`src/rtl/rom_port_arbiter_pkg.sv`:
```
// Shared types and constants for the ROM/SRAM port arbiter: FSM state codes,
// grant encoding, chip-enable / memory-op levels and wait-counter width.
package rom_port_arbiter_pkg;

    typedef enum logic [1:0] {
        ARB_IDLE   = 2'b00,
        ARB_ACCESS = 2'b01,
        ARB_DONE   = 2'b10
    } arb_state_t;

    typedef enum logic {
        GRANT_IF  = 1'b0,
        GRANT_MEM = 1'b1
    } arb_grant_t;

    localparam logic CHIP_ENABLE  = 1'b1;
    localparam logic CHIP_DISABLE = 1'b0;
    localparam logic ROM_OP_WRITE = 1'b1;
    localparam logic ROM_OP_READ  = 1'b0;

    localparam int WAIT_CNT_W = 3;

endpackage

```
`src/rtl/rom_port_arbiter_wait_counter.sv`:
```
// Loadable 3-bit down-counter used to time the ACCESS phase; zero marks the
// final memory cycle of an access.
module arb_wait_counter
    import rom_port_arbiter_pkg::*;
(
    input  logic                  clk,
    input  logic                  rst,
    input  logic                  load,
    input  logic [WAIT_CNT_W-1:0] load_val,
    input  logic                  dec,
    output logic                  zero
);

    logic [WAIT_CNT_W-1:0] count;

    always_ff @(posedge clk or posedge rst) begin
        if (rst) begin
            count <= '0;
        end else if (load) begin
            count <= load_val;
        end else if (dec && (count != '0)) begin
            count <= count - 1'b1;
        end
    end

    assign zero = (count == '0);

endmodule

```
`src/rtl/rom_port_arbiter.sv`:
```
// Arbitrates the single ROM/SRAM port between instruction fetch and MEM-stage
// accesses (MEM has priority). Optional macro: ARB_POSTED_WRITE_EN (early write ack).
module rom_port_arbiter
    import rom_port_arbiter_pkg::*;
#(
    parameter int ADDR_W      = 32,
    parameter int DATA_W      = 32,
    parameter int WAIT_CYCLES = 1
) (
    input  logic              clk,
    input  logic              rst,
    input  logic              if_req_i,
    input  logic [ADDR_W-1:0] if_addr_i,
    output logic [DATA_W-1:0] if_data_o,
    output logic              if_ack_o,
    input  logic              mem_req_i,
    input  logic              mem_we_i,
    input  logic [ADDR_W-1:0] mem_addr_i,
    input  logic [DATA_W-1:0] mem_wdata_i,
    input  logic [3:0]        mem_sel_i,
    output logic [DATA_W-1:0] mem_rdata_o,
    output logic              mem_ack_o,
    output logic              stallreq_o,
    output logic              ram_ce_o,
    output logic              ram_we_o,
    output logic [ADDR_W-1:0] ram_addr_o,
    output logic [DATA_W-1:0] ram_wdata_o,
    output logic [3:0]        ram_sel_o,
    input  logic [DATA_W-1:0] ram_rdata_i,
    output logic [1:0]        dbg_state
);

    localparam logic [WAIT_CNT_W-1:0] WAIT_LOAD = WAIT_CNT_W'(WAIT_CYCLES);

    arb_state_t state;
    arb_grant_t grant;
    logic       cnt_load;
    logic       cnt_dec;
    logic       cnt_zero;
`ifdef ARB_POSTED_WRITE_EN
    logic       posted;
`endif

    // Counter is armed on every grant so ACCESS lasts exactly WAIT_CYCLES+1 cycles.
    assign cnt_load = (state == ARB_IDLE) && (mem_req_i || if_req_i);
    assign cnt_dec  = (state == ARB_ACCESS) && !cnt_zero;

    arb_wait_counter u_wait_counter (
        .clk      (clk),
        .rst      (rst),
        .load     (cnt_load),
        .load_val (WAIT_LOAD),
        .dec      (cnt_dec),
        .zero     (cnt_zero)
    );

    assign stallreq_o = (if_req_i & ~if_ack_o) | (mem_req_i & ~mem_ack_o);
    assign dbg_state  = state;

    always_ff @(posedge clk or posedge rst) begin
        if (rst) begin
            state       <= ARB_IDLE;
            grant       <= GRANT_IF;
            if_ack_o    <= 1'b0;
            if_data_o   <= '0;
            mem_ack_o   <= 1'b0;
            mem_rdata_o <= '0;
            ram_ce_o    <= CHIP_DISABLE;
            ram_we_o    <= ROM_OP_READ;
            ram_addr_o  <= '0;
            ram_wdata_o <= '0;
            ram_sel_o   <= '0;
`ifdef ARB_POSTED_WRITE_EN
            posted      <= 1'b0;
`endif
        end else begin
            if_ack_o  <= 1'b0;
            mem_ack_o <= 1'b0;
            case (state)
                ARB_IDLE: begin
                    if (mem_req_i) begin
                        grant       <= GRANT_MEM;
                        ram_addr_o  <= mem_addr_i;
                        ram_wdata_o <= mem_wdata_i;
                        ram_sel_o   <= mem_sel_i;
                        ram_we_o    <= mem_we_i ? ROM_OP_WRITE : ROM_OP_READ;
                        ram_ce_o    <= CHIP_ENABLE;
                        state       <= ARB_ACCESS;
`ifdef ARB_POSTED_WRITE_EN
                        // Posted write: requester is released now, the access runs on alone.
                        if (mem_we_i) begin
                            mem_ack_o   <= 1'b1;
                            mem_rdata_o <= '0;
                            posted      <= 1'b1;
                        end
`endif
                    end else if (if_req_i) begin
                        grant       <= GRANT_IF;
                        ram_addr_o  <= if_addr_i;
                        ram_wdata_o <= '0;
                        ram_sel_o   <= 4'b1111;
                        ram_we_o    <= ROM_OP_READ;
                        ram_ce_o    <= CHIP_ENABLE;
                        state       <= ARB_ACCESS;
                    end
                end
                ARB_ACCESS: begin
                    if (cnt_zero) begin
                        ram_ce_o <= CHIP_DISABLE;
                        ram_we_o <= ROM_OP_READ;
`ifdef ARB_POSTED_WRITE_EN
                        if (posted) begin
                            posted <= 1'b0;
                            state  <= ARB_IDLE;
                        end else begin
                            state <= ARB_DONE;
                            if (grant == GRANT_MEM) begin
                                mem_ack_o   <= 1'b1;
                                mem_rdata_o <= ram_we_o ? '0 : ram_rdata_i;
                            end else begin
                                if_ack_o  <= 1'b1;
                                if_data_o <= ram_rdata_i;
                            end
                        end
`else
                        state <= ARB_DONE;
                        if (grant == GRANT_MEM) begin
                            mem_ack_o   <= 1'b1;
                            mem_rdata_o <= ram_we_o ? '0 : ram_rdata_i;
                        end else begin
                            if_ack_o  <= 1'b1;
                            if_data_o <= ram_rdata_i;
                        end
`endif
                    end
                end
                ARB_DONE: begin
                    state <= ARB_IDLE;
                end
                default: begin
                    state    <= ARB_IDLE;
                    ram_ce_o <= CHIP_DISABLE;
                end
            endcase
        end
    end

endmodule

```
`config.mk`:
```
export PLATFORM = sky130hd
export DESIGN_NAME = rom_port_arbiter
export DESIGN_NICKNAME = d
export VERILOG_FILES = /design/src/rtl/rom_port_arbiter_pkg.sv /design/src/rtl/rom_port_arbiter_wait_counter.sv /design/src/rtl/rom_port_arbiter.sv
export SDC_FILE = /design/constraint.sdc
export NUM_CORES = 1
export LEC_CHECK = 0
export BUFFER_PORTS_ARGS = -buffer_cell sky130_fd_sc_hd__buf_2
export CAP_MARGIN = 20
export CORE_ASPECT_RATIO = 2
export CORE_MARGIN = 3
export CORE_UTILIZATION = 47
export DETAILED_ROUTE_END_ITERATION = 8
export HOLD_SLACK_MARGIN = 0.12
export PLACE_DENSITY = 0.81
export SKIP_CTS_REPAIR_TIMING = 1
export SYNTH_ARGS = -nofsm -noshare
export SYNTH_HDL_FRONTEND = slang
export SYNTH_HIERARCHICAL = 1
export SYNTH_SLANG_ARGS = --single-unit
```
`constraint.sdc`:
```
create_clock -name clk -period 7.05 [get_ports clk]
set_input_delay 2.115 -clock clk [delete_from_list [all_inputs] [get_ports clk]]
set_output_delay 2.115 -clock clk [all_outputs]
set_load 0.005 [all_outputs]
```
== Word level (Yosys, flattened, before mapping) ==
Index checks and enable logic that the tools add are counted.

* $add $sub $neg: 1
* Equality and inequality tests: 4
* Muxes and demuxes: 28
* Bitwise operators: 7
* Reductions and logical operators: 17

{| class="wikitable"
|+ Operator list
! cell !! count
|-
| 2-to-1 mux 32 bit || 5
|-
| 2-to-1 mux 1 bit || 13
|-
| AND reduction 3 bit || 4
|-
| 2-to-1 mux 4 bit || 2
|-
| 2-to-1 mux 2 bit || 3
|-
| 2-to-1 mux 3 bit || 2
|-
| nonzero test 2 bit || 3
|-
| NOT 1 bit || 4
|-
| one-hot mux 2 bit (2 select lines) || 1
|-
| AND reduction 2 bit || 2
|-
| logical AND 1 bit || 3
|-
| zero test 3 bit || 1
|-
| != test 3 bit (second input constant) || 1
|-
| one-hot mux 1 bit (3 select lines) || 1
|-
| nonzero test 3 bit || 1
|-
| subtractor 3 x 1 -> 3 bit (second input constant) || 1
|-
| bitwise AND 1 bit || 2
|-
| equality test 2 x 1 -> 1 bit (second input constant) || 1
|-
| equality test 2 bit (second input constant) || 1
|-
| zero test 2 bit || 1
|-
| != test 2 bit (second input constant) || 1
|-
| one-hot mux 1 bit (2 select lines) || 1
|-
| zero test 1 bit || 1
|-
| logical OR 1 bit || 1
|-
| OR 1 bit || 1
|}

* Bits in registers: 142
* Input bits: 137
* Output and inout port bits: 139
* Word-level logic and storage cells: 69

== Logic depth before layout (Yosys ltp) ==
* Depth after elaboration: 6
* Gate-level depth with buffers: 8
* Gate-level depth less buffers: 6

== Hierarchy ==
Netlist, hierarchy kept.

{| class="wikitable"
|+ By module, submodules not included
! module !! times used !! cells each !! area an instance (µm²) !! seq. area each (µm²)
|-
| rom_port_arbiter || 1 || 420 || 5684.2 || 3478.3
|-
| arb_wait_counter || 1 || 20 || 193.9 || 75.1
|}

== Worst setup path after synthesis ==
No wires, ideal clock.

* Path type: in2out
* Start point: input mem_req_i
* End point: output stallreq_o
* Arrival: 2.447 ns
* Data required time: 4.935 ns
* Path slack: 2.488 ns
* Cell stages on the path: 3
* Buffers on the path: 1
* Path through: buf_4 > inv_1 > o22ai_1

* Word-level cells in the longest chain between the ends: 2

{| class="wikitable"
|+ Ends and longest elaborated chain
! what !! line !! text
|-
| start: declaration || rom_port_arbiter.sv:16 || <nowiki>input logic mem_req_i,</nowiki>
|-
| bitwise AND 1 bit || rom_port_arbiter.sv:57 || <nowiki>assign stallreq_o = (if_req_i & ~if_ack_o) | (mem_req_i & ~mem_ack_o);</nowiki>
|-
| OR 1 bit || rom_port_arbiter.sv:57 ||
|-
| end: declaration || rom_port_arbiter.sv:23 || <nowiki>output logic stallreq_o,</nowiki>
|}

No other way between the ends.

== Final worst setup path ==
Same ends and word-level chain as after synthesis.

==> summary.md <==
| Metric | Value |
|---|---|
| Status | finished, final reports clean |
| Hold Crit Class | flip-flop to flip-flop |
| Maxcap violations | 0 |
| Syn Inst Count | 440 |
| Most Crowded Layer GR | met2 |
| CORE AREA | 0.0122 mm² |
| Max-slew violation count | 0 |
| Final net count | 851 |
| Final hold violations | 0 |
| Port Buffers | 275 |
| Post-synthesis xor/xnor area fraction | 0 |
| Grt total ovfl | 0 |
| Global-route wire length before repair | 23000 µm |
| DRT Pass-1 Iters | 4 |
| WL final | 14800 µm |
| Worst R2R End | u_wait_counter/count[2] |
| Worst Path Required | 4930 ps |
| Sum of negative setup slack | 0 ps |
| Hold_ws | 474 ps |
| Largest net degree at the start of global routing | 86 |
| Max rail drop VDD | 0.275 mV |
| CP Class | input pin to output port |
| DRC errors left | 0 |
| Via Count | 4477 |
| M2 GR Usage | 0.381 |
| Share of layout cells above drive strength 1 | 0.564 |
| Routed Antenna Nets | 0 |
| Yosys reg bits | 142 |
| Clk Latency, worst-skew pair | 410 ps |
| Most common cell on crit path | buf_2 |
| Num rows | 57 |
| Fin crit share | 0.764 |
| # fillers | 949 |
| Clk_skew | 12.8 ps |
| Main combinational cell family by area after synthesis | multiplexers |
| LEAKAGE | 4.09 nW |
| Synthesized area per cell | 13.4 µm² |
| Clock Path Buffers | 2 |
| Total track usage | 0.208 |
| Hpwl dp | 11000 µm |
| Area share of fa/ha/maj cells after synthesis | 0.00426 |
| Final setup violation count | 0 |
| Synthesized area | 0.00588 mm² |
| Mux share of post-synthesis cell area | 0.190 |
| Starting density of the core | 0.482 |
| Crit path DAT | 3270 ps |
| RSZ-0062 raised after global routing | false |
| H-tree depth | 4 |
| PwrDens | 458 mW/mm² |
| Hold path depth | 2 |
| Worst slew pin tran | 959 ps |
| Fmax | 186 MHz |
| CTS root buffer | clkbuf_16 |
| Sequential-to-total area share from yosys stat | 0.605 |
| 1st-iter DRT viols | 132 |
| Compound-Gate Fraction of Synth Area | 0.0928 |
| Worst-path cell chain | buf_2 > inv_1 > o22ai_1 > buf_2 |
| TritonCTS clock tree | done |
| Worst Setup EP | stallreq_o |
| IO Count | 276 |
| CP startpoint kind | input pin |
| Slew margin rel. | 0.358 |
| Antenna violations before repair | 1 |
| Ant diodes | 0 |
| Die height | 164 µm |
| Simple-gate share of the synthesized area | 0.0756 |
| Vias per cell | 5.13 |
| Reg2reg start | dbg_state[1] |
| Area growth, synth to finish | 35.0% |
| Period minus WS final | 5390 ps |
| Worst reg-to-reg path cell count | 5 |
| Met3 Use GR | 0.0582 |
| Global routing met1 resource utilization | 0.223 |
| Cell variety after synth | 32 |
| Clock transition at path regs | 60 ps |
| Largest stage delay, worst path | 610 ps |
| Routed len/inst | 17.0 µm |
| Final Wtd Congestion | 0.843 |
| Final Non-Filler Cells | 872 |
| Vias in the first global route | 4739 |
| Placed Instances | 839 |
| Worst Setup End Kind | output port |
| Die width | 85.1 µm |
| Flop-to-flop setup slack | 4420 ps |
| CP startpoint | mem_req_i |
| Die area | 0.0140 mm² |
| Synth warn | 6 |
| Critical-path top delay cell | buf_2 |
| CP max FO | 36 |
| Num CTS Buffers | 17 |
| Clock sink total | 142 |
cell type report:
cell class	count	area, µm²	share of cell area
flip-flops and latches	142	3550	0.448
clock inverters	15	166	0.0210
multi-input cells	262	2150	0.271
well taps	147	184	0.0232
repair buffers	279	1410	0.178
clock buffers	17	425	0.0536
inverters	10	42.5	0.00536
per-layer routing:
metal	vias up	wire length (µm)
li1	2084	-
met1	2178	5270
met2	186	8220
met3	27	926
met4	2	374
met5	-	13
cell usage in the layout (no fill, tap or decap), drive strengths merged:
cell type    n
nand4b       1
buf        279
clkbuf      17
nand3b       1
a21o         1
nor2         3
o21ai       36
dfrtp      142
a22o        32
conb         3
nor3         1
or4b         3
clkinv       3
nor2b        1
ha           2
o311ai       2
o22a         4
nand2       39
o22ai        1
nand2b      34
nand4        1
inv         21
o211ai       1
mux2        96
bufinv       1
critical path: cells and delay by family:
kind                   cells  cell delay (ps)
AO/OA/AOI/OAI              1              190
buffers and inverters      3              950
kinds of logic after synthesis:
kind of cell             count (synthesis)
flip-flops                             142
multiplexers                            96
AND/OR/NAND/NOR                         84
AO/OA/AOI/OAI                           77
buffers and inverters                   37
adder cells (fa/ha/maj)                  2
other                                    2
Yosys cell counts (all sizes together):
cell type | n | share of area
mux2 | 96 | 0.19
inv | 10 | 0.0064
ha | 2 | 0.0043
o22ai | 1 | 0.0011
nand4b | 1 | 0.0015
o21ai | 36 | 0.033
a21o | 1 | 0.0013
o211ai | 1 | 0.0013
nor2b | 1 | 0.0011
a22o | 32 | 0.048
o311ai | 2 | 0.0030
dfrtp | 142 | 0.60
clkbuf | 14 | 0.0089
nand2 | 39 | 0.025
conb | 2 | 0.0013
nor2 | 3 | 0.0028
nand4 | 1 | 0.0011
nand3b | 1 | 0.0013
buf | 13 | 0.016
nor3 | 1 | 0.0017
o22a | 4 | 0.0060
or4b | 3 | 0.0051
nand2b | 34 | 0.036
state kept, by name, indices dropped and copies added (netlist names):
name and flops:
mem_rdata_o 32, u_wait_counter/count 3, ram_wdata_o 32, if_ack_o 1, dbg_state 2, mem_ack_o 1, ram_we_o 1, ram_sel_o 4
ram_addr_o 32, if_data_o 32, grant 1, ram_ce_o 1
per-stage QoR:
step	area (µm²)	utilization	power (mW)	worst slack, ps
finish	7940	0.651	3.64	1660
global placement	7330	0.601	2.68	1750
floorplan	5880	-	2.17	1210
detailed placement	7330	0.601	2.76	1640
global route	7940	0.651	3.87	1570
CTS	7920	0.650	3.67	1640
where the power goes:
part / switching, mW / internal (mW)
logic: 0.588 / 0.708
registers: 0.236 / 1.21
clock network: 0.386 / 0.508
worst min-delay path by stage:
stage / slack (ps) / startpoint / end
detailed placement: 460 / mem_rdata_o[23] / mem_rdata_o[23]
global route: 500 / mem_rdata_o[13] / mem_rdata_o[13]
finish: 470 / mem_rdata_o[5] / mem_rdata_o[5]
CTS: 480 / mem_rdata_o[5] / mem_rdata_o[5]
global placement: 460 / mem_rdata_o[18] / mem_rdata_o[18]
floorplan: 470 / ram_ce_o / ram_ce_o
Power figures use the tool's default switching activity.
